--- config.mk ---
export PLATFORM = sky130hd
export DESIGN_NAME = fifo_tx_scheduler
export DESIGN_NICKNAME = d
export VERILOG_FILES = /design/src/rtl/fifo_tx_scheduler.sv
export SDC_FILE = /design/constraint.sdc
export NUM_CORES = 1
export LEC_CHECK = 0
export BUFFER_PORTS_ARGS = -buffer_cell sky130_fd_sc_hd__buf_2
export CAP_MARGIN = 30
export CELL_PAD_IN_SITES_DETAIL_PLACEMENT = 0
export CELL_PAD_IN_SITES_GLOBAL_PLACEMENT = 1
export CORE_MARGIN = 2
export CORE_UTILIZATION = 33
export CTS_CLUSTER_SIZE = 25
export DETAILED_ROUTE_END_ITERATION = 10
export GPL_ROUTABILITY_DRIVEN = 0
export HOLD_SLACK_MARGIN = 0.05
export PLACE_DENSITY_LB_ADDON = 0.05
export SYNTH_ARGS = -nofsm -noshare
export SYNTH_HDL_FRONTEND = slang
export SYNTH_SLANG_ARGS = --single-unit
--- constraint.sdc ---
create_clock -name clk -period 1.7 [get_ports clk]
set_input_delay 0.34 -clock clk [delete_from_list [all_inputs] [get_ports clk]]
set_output_delay 0.34 -clock clk [all_outputs]
set_load 0.01 [all_outputs]
--- src/rtl/fifo_tx_scheduler.sv ---
// Pops bytes from the synchronous TX FIFO one at a time and hands each one to the UART shifter.
// Enforces an inter-frame gap, counts completed frames and flags handshake timeouts.
module fifo_tx_scheduler #(
  parameter int DSIZE       = 8,
  parameter int GAP_CYCLES  = 2,
  parameter int ACK_TIMEOUT = 16,
  parameter int CNT_W       = 16
) (
  input  logic             clk,
  input  logic             reset,
  input  logic             enable,
  input  logic             fifo_empty,
  output logic             fifo_ren,
  input  logic [DSIZE-1:0] fifo_rdata,
  output logic             tx_start,
  output logic [DSIZE-1:0] tx_data,
  input  logic             tx_busy,
  output logic             active,
  output logic [CNT_W-1:0] byte_count,
  output logic             timeout_err,
  input  logic             clr_err,
  output logic [2:0]       state_o
);

  localparam int TW = $clog2(ACK_TIMEOUT + 1);
  localparam int GW = $clog2(GAP_CYCLES + 2);
  localparam logic [TW-1:0] T_LAST = TW'(ACK_TIMEOUT - 1);
  localparam logic [GW-1:0] G_LAST = GW'(GAP_CYCLES - 1);

  typedef enum logic [2:0] {
    S_IDLE      = 3'd0,
    S_READ      = 3'd1,
    S_CAPTURE   = 3'd2,
    S_START     = 3'd3,
    S_WAIT_ACK  = 3'd4,
    S_WAIT_DONE = 3'd5,
    S_GAP       = 3'd6
  } state_t;

  state_t           state_q, state_d;
  logic [TW-1:0]    tmo_q, tmo_d;
  logic [GW-1:0]    gap_q, gap_d;
  logic [DSIZE-1:0] data_q, data_d;
  logic [CNT_W-1:0] cnt_q, cnt_d;
  logic             err_q, err_d;

  always_ff @(posedge clk) begin
    if (reset) begin
      state_q <= S_IDLE;
      tmo_q   <= '0;
      gap_q   <= '0;
      data_q  <= '0;
      cnt_q   <= '0;
      err_q   <= 1'b0;
    end else begin
      state_q <= state_d;
      tmo_q   <= tmo_d;
      gap_q   <= gap_d;
      data_q  <= data_d;
      cnt_q   <= cnt_d;
      err_q   <= err_d;
    end
  end

  // Handshake: tx_start is a one-cycle request; the shifter accepts by raising tx_busy
  // and finishes by dropping it. tx_data stays stable across the whole request/busy window.
  always_comb begin
    state_d  = state_q;
    tmo_d    = tmo_q;
    gap_d    = gap_q;
    data_d   = data_q;
    cnt_d    = cnt_q;
    err_d    = err_q & ~clr_err;
    fifo_ren = 1'b0;
    tx_start = 1'b0;
    case (state_q)
      S_IDLE: begin
        if (enable && !fifo_empty) state_d = S_READ;
      end
      S_READ: begin
        fifo_ren = 1'b1;
        state_d  = S_CAPTURE;
      end
      S_CAPTURE: begin
        data_d  = fifo_rdata;
        state_d = S_START;
      end
      S_START: begin
        tx_start = 1'b1;
        tmo_d    = '0;
        state_d  = S_WAIT_ACK;
      end
      S_WAIT_ACK: begin
        if (tx_busy) begin
          state_d = S_WAIT_DONE;
        end else if (tmo_q == T_LAST) begin
          err_d   = 1'b1;
          state_d = S_IDLE;
        end else begin
          tmo_d = tmo_q + 1'b1;
        end
      end
      S_WAIT_DONE: begin
        if (!tx_busy) begin
          cnt_d   = cnt_q + 1'b1;
          gap_d   = '0;
          state_d = (GAP_CYCLES > 0) ? S_GAP : S_IDLE;
        end
      end
      S_GAP: begin
        if (gap_q == G_LAST) state_d = S_IDLE;
        else                 gap_d   = gap_q + 1'b1;
      end
      default: state_d = S_IDLE;
    endcase
  end

  assign active      = (state_q != S_IDLE);
  assign tx_data     = data_q;
  assign byte_count  = cnt_q;
  assign timeout_err = err_q;
  assign state_o     = state_q;

endmodule

==> metrics.md <==
| Metric | Value |
|---|---|
| Sequential standard cell area | about 710 um2 |
| Crit path largest cell delay | approximately 0.38 ns |
| Synth Flop Type | dfxtp_1 |
| FILL cells | around 490 |
| Switch Pwr | around 390 uW |
| Mapped Area | around 0.0016 mm2 |
| Switch share | 23.4% |
| Total power draw | between 1500 and 2000 uW |
| Peak Freq | ~0.61 GHz |
| Vias/cell | between 4 and 5 |
| Total GRT Usage | between 10% and 20% |
| Post-synth EDFFs | 0 |
| First-pass GRT wire length | between 6000 and 7000 um |
| H-tree Lvls | 2 |
| Vias in the first global route | roughly 1400 |
| Seq pwr share | about half |
| Post-DP Area | 0.00200 mm2 |
| Rows | 25 |
| VDD IR max | ~620 uV |
| Ys async rst share | 0% |
| Delay-heaviest family, CP | simple AND/OR/NAND/NOR gates |
| Worst slew pin tran | 0.485 ns |
| Area Growth Syn to Fin | 34.5% |
| Hold Path Class | input pin to flip-flop |
| Clock sinks | 35 |
| Worst Setup End Kind | flip-flop |
| Register area share after synthesis | around 44% |
| Status | completed |
| # port buffers | 44 |
| DR vias | 1509 |
| Yosys warns | 0 |
| Post-Route Skew | slightly below 0.008 ns |
| Clock Tree Root | clkbuf_8 |
| Seq cells post-synth | 35 |
| Clk pwr share | 38.9% |
| DRT Pass-1 Iters | 4 |
| Fin. Hold Viols | 0 |
| Worst-skew pair later-pin latency | 0.28 ns |
| Final instance area | roughly 0.0022 mm2 |
| Max-cap viol count | 0 |
| DRC | 0 |
| Reg2Reg Capture Point | byte_count[14] |
| Worst path required time | between 1.5 and 2 ns |
| CTS buffer count | 5 |
| R2R cell count | 5 |
| Hold buffers post-CTS | 0 |
| Final Max Slew Viols | 0 |
| Synth Instances | between 150 and 200 |
| Hold_sp | fifo_rdata[4] |
| R2R Path Start | state_o[0] |
| Die X | around 74 um |
| Crit-path cells | nand4bb_1 > buf_4 > or3_4 > or3_1 > a21oi_1 |
| Setup violators final | 0 |
| Core Box Area | ~0.0047 mm2 |
| Grt ovf | 0 |
| Slew margin rel. | between 60 and 70% |
| Logic gate share of total power | a little over a tenth |
| HPWL Detailed | around 2700 um |
| Most frequent cells in the layout | buf_2 (44), dfxtp_1 (30), nand2_1 (27) |
| Routed WL | between 3000 and 4000 um |
| Pin count of the biggest net entering global routing | 34 |
| Worst Hold Slack | around 0.30 ns |
| CTS tree | done |
| Layout cells sized above 1 | around a third |
| Initial Util | about 34% |
| Initial antenna violation count | 0 |
| DR iter-0 viols | 28 |
| Most common cell after layout, fill and taps aside | buf_2 |
| CP max stage cell | dfxtp_4 |
| Syn_nets | 210 |
| Lkg Pwr | 0.000900 uW |
| Net count, final | approximately 270 |
| Minimum clock period | 1.64 ns |
| Buffers & Inverters on Critical Path | 1 |
| Int Pwr | 1290 uW |
| Placed Cells incl. Taps | just over 300 |
| Inserted Diodes | 0 |
| Synth cell types | 37 |
| CP Class | flip-flop to flip-flop |
| WHS Endpoint | tx_data[4] |
| Fin crit share | between 90% and 100% |
| Startpoint class of the critical path | flip-flop |
| Post-route ant nets | 0 |
| Pwr Density | slightly below 800 mW/mm2 |
| Critical path data arrival time | about 1.9 ns |
| Max clock buf depth | 2 |
| Fin util | 45.7% |
| Mapped Avg Cell Area | ~8.4 um2 |
| Die H | 73.8 um |
| R2R Setup Slk | 0.06 ns |
| Min-Delay Path Depth | 3 |
| Post-DR wirelength/cell | 11.8 um |
| Io pins | 45 |
| Die area | ~0.0054 mm2 |
| Crit Path Max Fanout | 6 |
| Multi-input logic area | just under 900 um2 |
| Non-Filler Instances | roughly 320 |
| Clk pin slew, worst setup/hold paths | about 0.07 ns |
logic make-up after synthesis:
family | after synthesis | share of synthesized area [%]
buffers and inverters | 16 | 3.89
adders and majority gates | 4 | 3.12
DFF | 35 | 43.6
muxes | 5 | 3.43
and+or+nand+nor | 88 | 28.7
AOI/OAI and AO/OA | 32 | 10.7
xor gates and xnor gates | 12 | 6.54
worst register-to-register path: stages, from the launching register on:
cell and delay [ns]:
dfxtp_4 0.38, nand4bb_1 0.14, buf_4 0.18, or3_4 0.37, or3_1 0.34, a21oi_1 0.15
cells in the mapped netlist (2+ instances only):
cell type / count / area (um2)
nor4b_1: 2 / 17.5
o21ai_0: 10 / 50.1
buf_2: 2 / 10.0
dfxtp_1: 35 / 701
xnor2_1: 9 / 78.8
a211oi_1: 2 / 15.0
a21oi_1: 17 / 85.1
ha_1: 4 / 50.1
nand2_1: 27 / 101
nand3_1: 5 / 25.0
nor3b_1: 3 / 22.5
inv_1: 7 / 26.3
mux2_2: 4 / 45.0
nor4_1: 3 / 18.8
nor2b_1: 5 / 31.3
nand4_1: 4 / 25.0
or3_1: 5 / 31.3
nor3_1: 3 / 15.0
clkbuf_1: 4 / 15.0
xor2_1: 3 / 26.3
buf_1: 3 / 11.3
nor2_1: 20 / 75.1
flip-flops by register name, summed over array words and instances, names as in the netlist:
name         cells
tx_data          8
timeout_err      1
byte_count      16
state_o          3
tmo_q            5
gap_q            2
repair_timing:
item	4_1_cts	5_1_grt
pin swaps	0	3
buffers inserted	0	1
gates resized for setup	2	13
endpoints found under the setup margin	4	6
metrics by stage:
stage / worst slack, ns / setup TNS [ns]
finish: 0.0621 / 0
global route: -0.00675 / -0.00675
CTS: 0.0150 / 0
detailed placement: -0.0966 / -0.283
global placement: -0.0516 / -0.133
floorplan: 0.00445 / 0
final cells by class:
type	count	share of cell area, %
repair buffers	61	16.1
flip-flops and latches	35	32.8
inverters	7	1.22
clock buffers	8	4.63
multi-input cells	141	41.3
well taps	67	3.88
power groups by stage:
stage | Combinational (uW) | Sequential (uW) | Clock [uW]
floorplan | 91.3 | 879 | 0
global placement | 171 | 867 | 0
detailed placement | 174 | 869 | 0
CTS | 175 | 850 | 683
global route | 197 | 852 | 711
finish | 175 | 851 | 654
metal layers:
| layer | GRT usage [%] | part of all wire, % |
|---|---|---|
| met1 | 16.3 | 46 |
| met2 | 24.5 | 49 |
| met3 | 4.12 | 4.0 |
| met4 | 6.46 | 1.6 |
| met5 | 0 | 0 |
how the worst max path moves through the flow:
stage | cells after the start | slack [ns] | startpoint | to
4_1_cts | 6 | 0.02 | tmo_q[0] | tmo_q[3]
2_1_floorplan | 4 | 0.004 | byte_count[5] | byte_count[15]
3_3_place_gp | 6 | -0.05 | tx_busy | byte_count[14]
3_5_place_dp | 6 | -0.1 | tx_busy | byte_count[14]
5_1_grt | 7 | -0.007 | tmo_q[0] | tmo_q[3]
6_report | 5 | 0.06 | state_o[0] | byte_count[14]
No activity file was read; power rests on OpenSTA's default activity.
